## config.mk

```make
export PLATFORM = sky130hd
export DESIGN_NAME = const_arbiter
export DESIGN_NICKNAME = d
export VERILOG_FILES = /design/src/rtl/const_arbiter.sv
export SDC_FILE = /design/constraint.sdc
export NUM_CORES = 1
export LEC_CHECK = 0
export ABC_AREA = 1
export ABC_CLOCK_PERIOD_IN_PS = 3150
export CAP_MARGIN = 10
export CORE_AREA = 2 2 168 170
export CTS_CLUSTER_DIAMETER = 40
export DETAILED_ROUTE_END_ITERATION = 8
export DIE_AREA = 0 0 170 172
export GPL_TIMING_DRIVEN = 0
export MAX_ROUTING_LAYER = met4
export SYNTH_ARGS = -nofsm -noshare
export SYNTH_HDL_FRONTEND = slang
export SYNTH_SLANG_ARGS = --single-unit
```

## constraint.sdc

```tcl
create_clock -name clk -period 3.15 [get_ports clk]
set_input_delay 0.945 -clock clk [delete_from_list [all_inputs] [get_ports clk]]
set_output_delay 0.945 -clock clk [all_outputs]
set_load 0.02 [all_outputs]
```

## src/rtl/const_arbiter.sv

```systemverilog
// const_arbiter
//   Round-robin arbiter sharing one constant ROM among NREQ requesters.
//   A grant in cycle T registers a one-hot ROM address (valid in T+1); the
//   ROM answers in T+2, when the response is presented tagged with the
//   requester id. At most one lookup is issued per cycle.
// Ports:
//   clk, reset     clock and synchronous active-high reset
//   req, sel       per-requester request level and 3-bit constant selector
//   gnt            one-hot combinational grant
//   rom_addr       registered one-hot ROM address (0 = no/invalid lookup)
//   rom_out        ROM data, rom_effective = ROM valid flag
//   rsp_valid/id   response strobe and requester id
//   rsp_data/err   constant value (0 when idle) and invalid-selector flag
module const_arbiter #(
  parameter int NREQ  = 4,
  parameter int IDW   = 2,
  parameter int WIDTH = 198,
  parameter int AW    = 7
) (
  input  logic                 clk,
  input  logic                 reset,
  input  logic [NREQ-1:0]      req,
  input  logic [3*NREQ-1:0]    sel,
  output logic [NREQ-1:0]      gnt,
  output logic [AW-1:0]        rom_addr,
  input  logic [WIDTH-1:0]     rom_out,
  input  logic                 rom_effective,
  output logic                 rsp_valid,
  output logic [IDW-1:0]       rsp_id,
  output logic [WIDTH-1:0]     rsp_data,
  output logic                 rsp_err
);

  logic [IDW-1:0] r_ptr;
  logic [AW-1:0]  r_rom_addr;
  logic           r_s1_valid;
  logic [IDW-1:0] r_s1_id;
  logic           r_s2_valid;
  logic [IDW-1:0] r_s2_id;

  logic [NREQ-1:0] w_gnt;
  logic            w_any;
  logic [IDW-1:0]  w_gnt_id;
  logic [IDW-1:0]  w_idx;
  logic [2:0]      w_sel;
  logic [AW-1:0]   w_addr;
  logic [2:0]      w_sel_arr [NREQ];

  for (genvar g = 0; g < NREQ; g++) begin : g_sel
    assign w_sel_arr[g] = sel[3*g +: 3];
  end

  // Scan upward from the pointer, wrapping at NREQ-1; first hit wins.
  always_comb begin
    w_gnt    = '0;
    w_any    = 1'b0;
    w_gnt_id = '0;
    w_idx    = '0;
    for (int unsigned k = 0; k < NREQ; k++) begin
      w_idx = IDW'((32'(r_ptr) + k) % NREQ);
      if (!w_any && req[w_idx]) begin
        w_any        = 1'b1;
        w_gnt_id     = w_idx;
        w_gnt[w_idx] = 1'b1;
      end
    end
    if (reset) begin
      w_gnt = '0;
      w_any = 1'b0;
    end
  end

  assign w_sel = w_sel_arr[w_gnt_id];

  always_comb begin
    w_addr = '0;
    if (w_sel <= 3'd4) w_addr = AW'(1) << w_sel;
  end

  always_ff @(posedge clk) begin
    if (reset) begin
      r_ptr      <= '0;
      r_rom_addr <= '0;
      r_s1_valid <= 1'b0;
      r_s1_id    <= '0;
      r_s2_valid <= 1'b0;
      r_s2_id    <= '0;
    end else begin
      if (w_any)
        r_ptr <= (w_gnt_id == IDW'(NREQ-1)) ? '0 : w_gnt_id + IDW'(1);
      r_rom_addr <= w_any ? w_addr : '0;
      r_s1_valid <= w_any;
      r_s1_id    <= w_gnt_id;
      r_s2_valid <= r_s1_valid;
      r_s2_id    <= r_s1_id;
    end
  end

  assign gnt       = w_gnt;
  assign rom_addr  = r_rom_addr;
  assign rsp_valid = r_s2_valid;
  assign rsp_id    = r_s2_id;
  // ROM output is only meaningful when a lookup is landing this cycle.
  assign rsp_data  = r_s2_valid ? rom_out : '0;
  assign rsp_err   = r_s2_valid & ~rom_effective;

endmodule

```

* Word-level counts from Yosys, hierarchy flattened
Index checks and enable logic that the tools add are counted.
W data, S select, Z words.
** Storage, ports and cells
- Flip-flop bits (word level) :: 15
- Input port bits :: 217
- Output and inout bits :: 213
- Logic and storage cells :: 76
** Operators by class
- $add $sub $neg :: 4
- $lt $le $gt $ge :: 10
- Eq/ne operators :: 1
- Shift operators :: 1
- Muxes and demuxes :: 35
- Bitwise logic cells :: 8
- Reduce and logical (&&, ||, !) cells :: 11
** Operators with widths (count)
- $mux W198 :: 1
- $mux W4 :: 5
- $mux W1 :: 13
- $lt A2 B3 Y1 const B :: 4
- $or A4 B4 Y4 :: 3
- $mux W2 :: 5
- $bmux W1 S2 :: 4
- $demux W1 S2 :: 4
- $ge A2 B1 Y1 const B :: 4
- $logic_and A1 B1 Y1 :: 7
- $shl A1 B3 Y7 const A :: 1
- $bmux W3 S2 :: 1
- $mux W3 :: 2
- $add A2 B1 Y2 const B :: 2
- $add A2 B2 Y2 const B :: 2
- $ge A3 B3 Y1 const B :: 1
- $le A3 B3 Y1 const B :: 1
- $logic_not A1 Y1 :: 3
- $not A1 Y1 :: 3
- $not A2 Y3 :: 1
- $reduce_or A3 Y1 :: 1
- $eq A2 B2 Y1 const B :: 1
- $and A1 B1 Y1 :: 1

* Longest topological paths before layout
- Depth in word-level cells :: 19
- Mapped depth :: 17
- Depth with buffers taken out :: 17

* Worst setup path after synthesis
No wires, ideal clock.
- Path kind :: register -> output
- Start point :: register r_ptr[0]
- End point :: output port gnt[0]
- Data arrival time :: 1.899 ns
- Setup slack :: 0.306 ns
- Stages on the path, launching flop included :: 12
- Buffers on the path :: 0
- Path through :: dfxtp_1 -> inv_4 -> ha_1 -> inv_1 -> nand3_2 -> nand2_2 -> inv_2 -> nor2_8 -> nand3_2 -> o21ai_0 -> nand2_1 -> inv_1
** On the way
- Word-level cells in the longest chain between the ends :: 13
- Elaborated cells on any way between the ends :: 48
- Those cells by class :: add/sub (3); order compare (8); mux (24); bitwise (3); reduce/logical (10)
** Ends and longest elaborated chain
- start: declaration :: line 34 : logic [IDW-1:0] r_ptr;
- start signal: assignment :: line 90 : r_ptr <= (w_gnt_id == IDW'(NREQ-1)) ? '0 : w_gnt_id + IDW'(1);
- parallel branches: the longest is 11 deep, another holds $lt A2 B3 Y1
- $mux W4 * :: line 61 : if (!w_any && req[w_idx]) begin
- $mux W4 * :: line 67 : if (reset) begin
- end: declaration :: line 24 : output logic [NREQ-1:0] gnt,
Every way passes the cells marked *. The select of a mux whose other input is x is not followed.

* Worst setup path after layout
- Start point :: input port rom_out[176]
- End point :: output port rsp_data[176]
** On the way
- Word-level cells in the longest chain between the ends :: 1
** Ends and longest elaborated chain
- start: declaration :: line 26 : input logic [WIDTH-1:0] rom_out,
- $mux W198 :: line 104 : assign rsp_data = r_s2_valid ? rom_out : '0;
- end: declaration :: line 30 : output logic [WIDTH-1:0] rsp_data,
Every way passes these cells.

==> metrics.cfg <==
[synth]
synth_top_area_share_pct = 30.91
ys.flop_type = dfxtp_1
synth_edf_count = 0
yosysWarnings = 0
yosys-top-cells-area = nand2_1 (31%), inv_1 (30%), dfxtp_1 (11%), nand3_2 (4.0%), ha_1 (3.7%)
avgSynthCellArea_um2 = 4.744
synth.most_common_cell = nand2_1
yosys.area.top_type = nand2_1
synth_cells = 576
ys_ff_latch = 15
syn_area_um2 = 2733
synth_sequential_area_ratio_pct = 10.99
async_flop_share_pct = 0
synth.top_cells.by_count = nand2_1 (225), inv_1 (222), clkbuf_1 (21), dfxtp_1 (15)
synth_cell_types = 23

[detailed_routing]
drcViolationCount = 0
maxUsedRoutingLayer = met4
drt-total-wl_mm = 19.73
antenna_left = 0
met1_length_mm = 8.432
drt_pass1_iterations = 4
vias = 4587
drtIter0Drc = 169
wl_per_cell_um = 14.44
vias_per_cell = 3.358
wl_met3_mm = 2.658
wl_met2_mm = 8.555

[die]
die_w_um = 170
num_rows = 61
ioPinCount = 430
die_h_um = 172
core_um2 = 27480
die-area_um2 = 29240
initial_core_util_pct = 9.945

[critical_path]
crit_path_start_kind = primary input
crit_arrival_ns = 2.18
worst_ep_required_time_ns = 2.20
critical_path_class = primary input to output pin
crit_fanout = 1
endpoint_kind = output pin

[global_route]
grt_pass1_vias = 4175
track_usage_pct = 12.20
grt_pass1_wl_mm = 25.88
antenna_found_initial = 4
grt_max_degree = 12
overflow = 0

[layout]
syn_to_final_growth_pct = 181.0
drive_above_1_share_pct = 8.071
design.final.nets = 1242
fin_cells = 1366
postLayoutCoreUtil_pct = 27.95

[pwr]
total_power_uw = 3408
peakVddDrop_mv = 0.2580
power_density_nw_per_um2 = 443.8
p_leak_uw = 0.004724

[sta]
fmax_mhz = 320.3
whs_ns = 0.3985
hold_viol_final = 0
slew_violations = 0
clock_skew_ns = 0.001042
rsz0062_at_grt = yes
period_minus_slack_ns = 3.122
setup_ws_ns = 0.02783
fin_crit_sh_pct = 99.12
setup_viol = 0

[placed_design]
portBuffers = 429
dp.cells = 1352
place.gp.congestion = 0.7876
dp_hpwl_mm = 17.72
post-place-ws_ns = -0.8295

[cts]
cts_root_buf = clkbuf_16
cts_tree = yes
cts_sinks = 15
clk_latency_ns = 0.24
hold_buffers = 0
clk_path_buf_depth = 2
path_clk_slew_ns = 0.05
numCtsBuffers = 3
htreeDepth = 1

[status]
status = complete, no violations

[job]
max-cap-violations = 0

[worst_hold_path]
min_path_type = register to register

==> stage by stage <==
step,cell area [um2],TNS (ns)
5_1_grt,7674,-0.01563
6_report,7679,0
2_1_floorplan,2736,0
3_3_place_gp,7463,-58.97
3_5_place_dp,7463,-57.43
4_1_cts,7602,0
==> critical path, stage by stage <==
cell,delay (ns)
clkdlybuf4s50_1,0.45
nand2_1,0.05
inv_1,0.08
clkdlybuf4s50_1,0.65
==> cells by family after synthesis <==
| logic type | share of synthesized area, % |
|---|---|
| buf+inv | 34.66 |
| simple gates | 46.93 |
| flops | 10.99 |
| compound gates | 3.617 |
| other cells | 0.1372 |
| fa+ha+maj | 3.663 |
==> layer usage <==
metal  up-vias  GRT usage, %
met5         -             -
met4         0        0.6317
met3         4         4.990
met2       209         17.92
met1      1947         16.39
li1       2427             -
==> path summary, 6_finish.rpt <==
| check | start | end | slack [ns] | cells past startpoint |
|---|---|---|---|---|
| setup reg to reg | r_ptr[0] | rom_addr[2] | 0.85 | 16 |
| setup / recovery | rom_out[176] | rsp_data[176] | 0.03 | 4 |
| hold / removal | r_s1_id[1] | rsp_id[1] | 0.40 | 2 |
| hold reg to reg | r_s1_id[1] | rsp_id[1] | 0.40 | 2 |
==> state kept, by name, indices dropped and copies added (netlist names) <==
register    flops
r_s1_valid      1
rsp_id          2
rom_addr        7
r_ptr           2
r_s1_id         2
rsp_valid       1
==> cells in the final DEF (no fill, tap or decap), types with 3 or more instances in the layout <==
cell / count
clkdlybuf4s50_1: 382
nand2_1: 220
inv_1: 220
dlygate4sd2_1: 28
nand2_2: 15
clkbuf_2: 14
dfxtp_1: 13
nand3_1: 11
nor2_1: 11
dlymetal6s2s_1: 11
nand3_2: 9
clkbuf_1: 8
nand2_4: 7
o21ai_1: 7
ha_1: 7
inv_2: 5
a31oi_1: 5
buf_6: 5
buf_4: 5
diode_2: 4
inv_4: 4
clkbuf_4: 3
nand3_4: 3
nand3b_1: 3
clkbuf_16: 3
==> power by group <==
part | total, uW | switching [uW] | internal, uW
clock network | 246 | 74.3 | 171
registers | 288 | 44.9 | 243
logic | 2870 | 1650 | 1220
==> repair_timing <==
action	CTS	global route
resized for setup	98	25
setup endpoints to repair	203	20
pin swaps	6	4
setup buffers	3	3
==> area by class of cell <==
cell class,instances,area (um2)
fillers,3069,19800
repair buffers,435,4320
multi-input cells,311,1541
inverters,229,869.6
well taps,346,432.9
flip-flops and latches,15,307.8
plain buffers,22,117.6
clock buffers,4,78.83
diodes,4,10.01
Note: power is estimated with default switching activity, not from simulation.
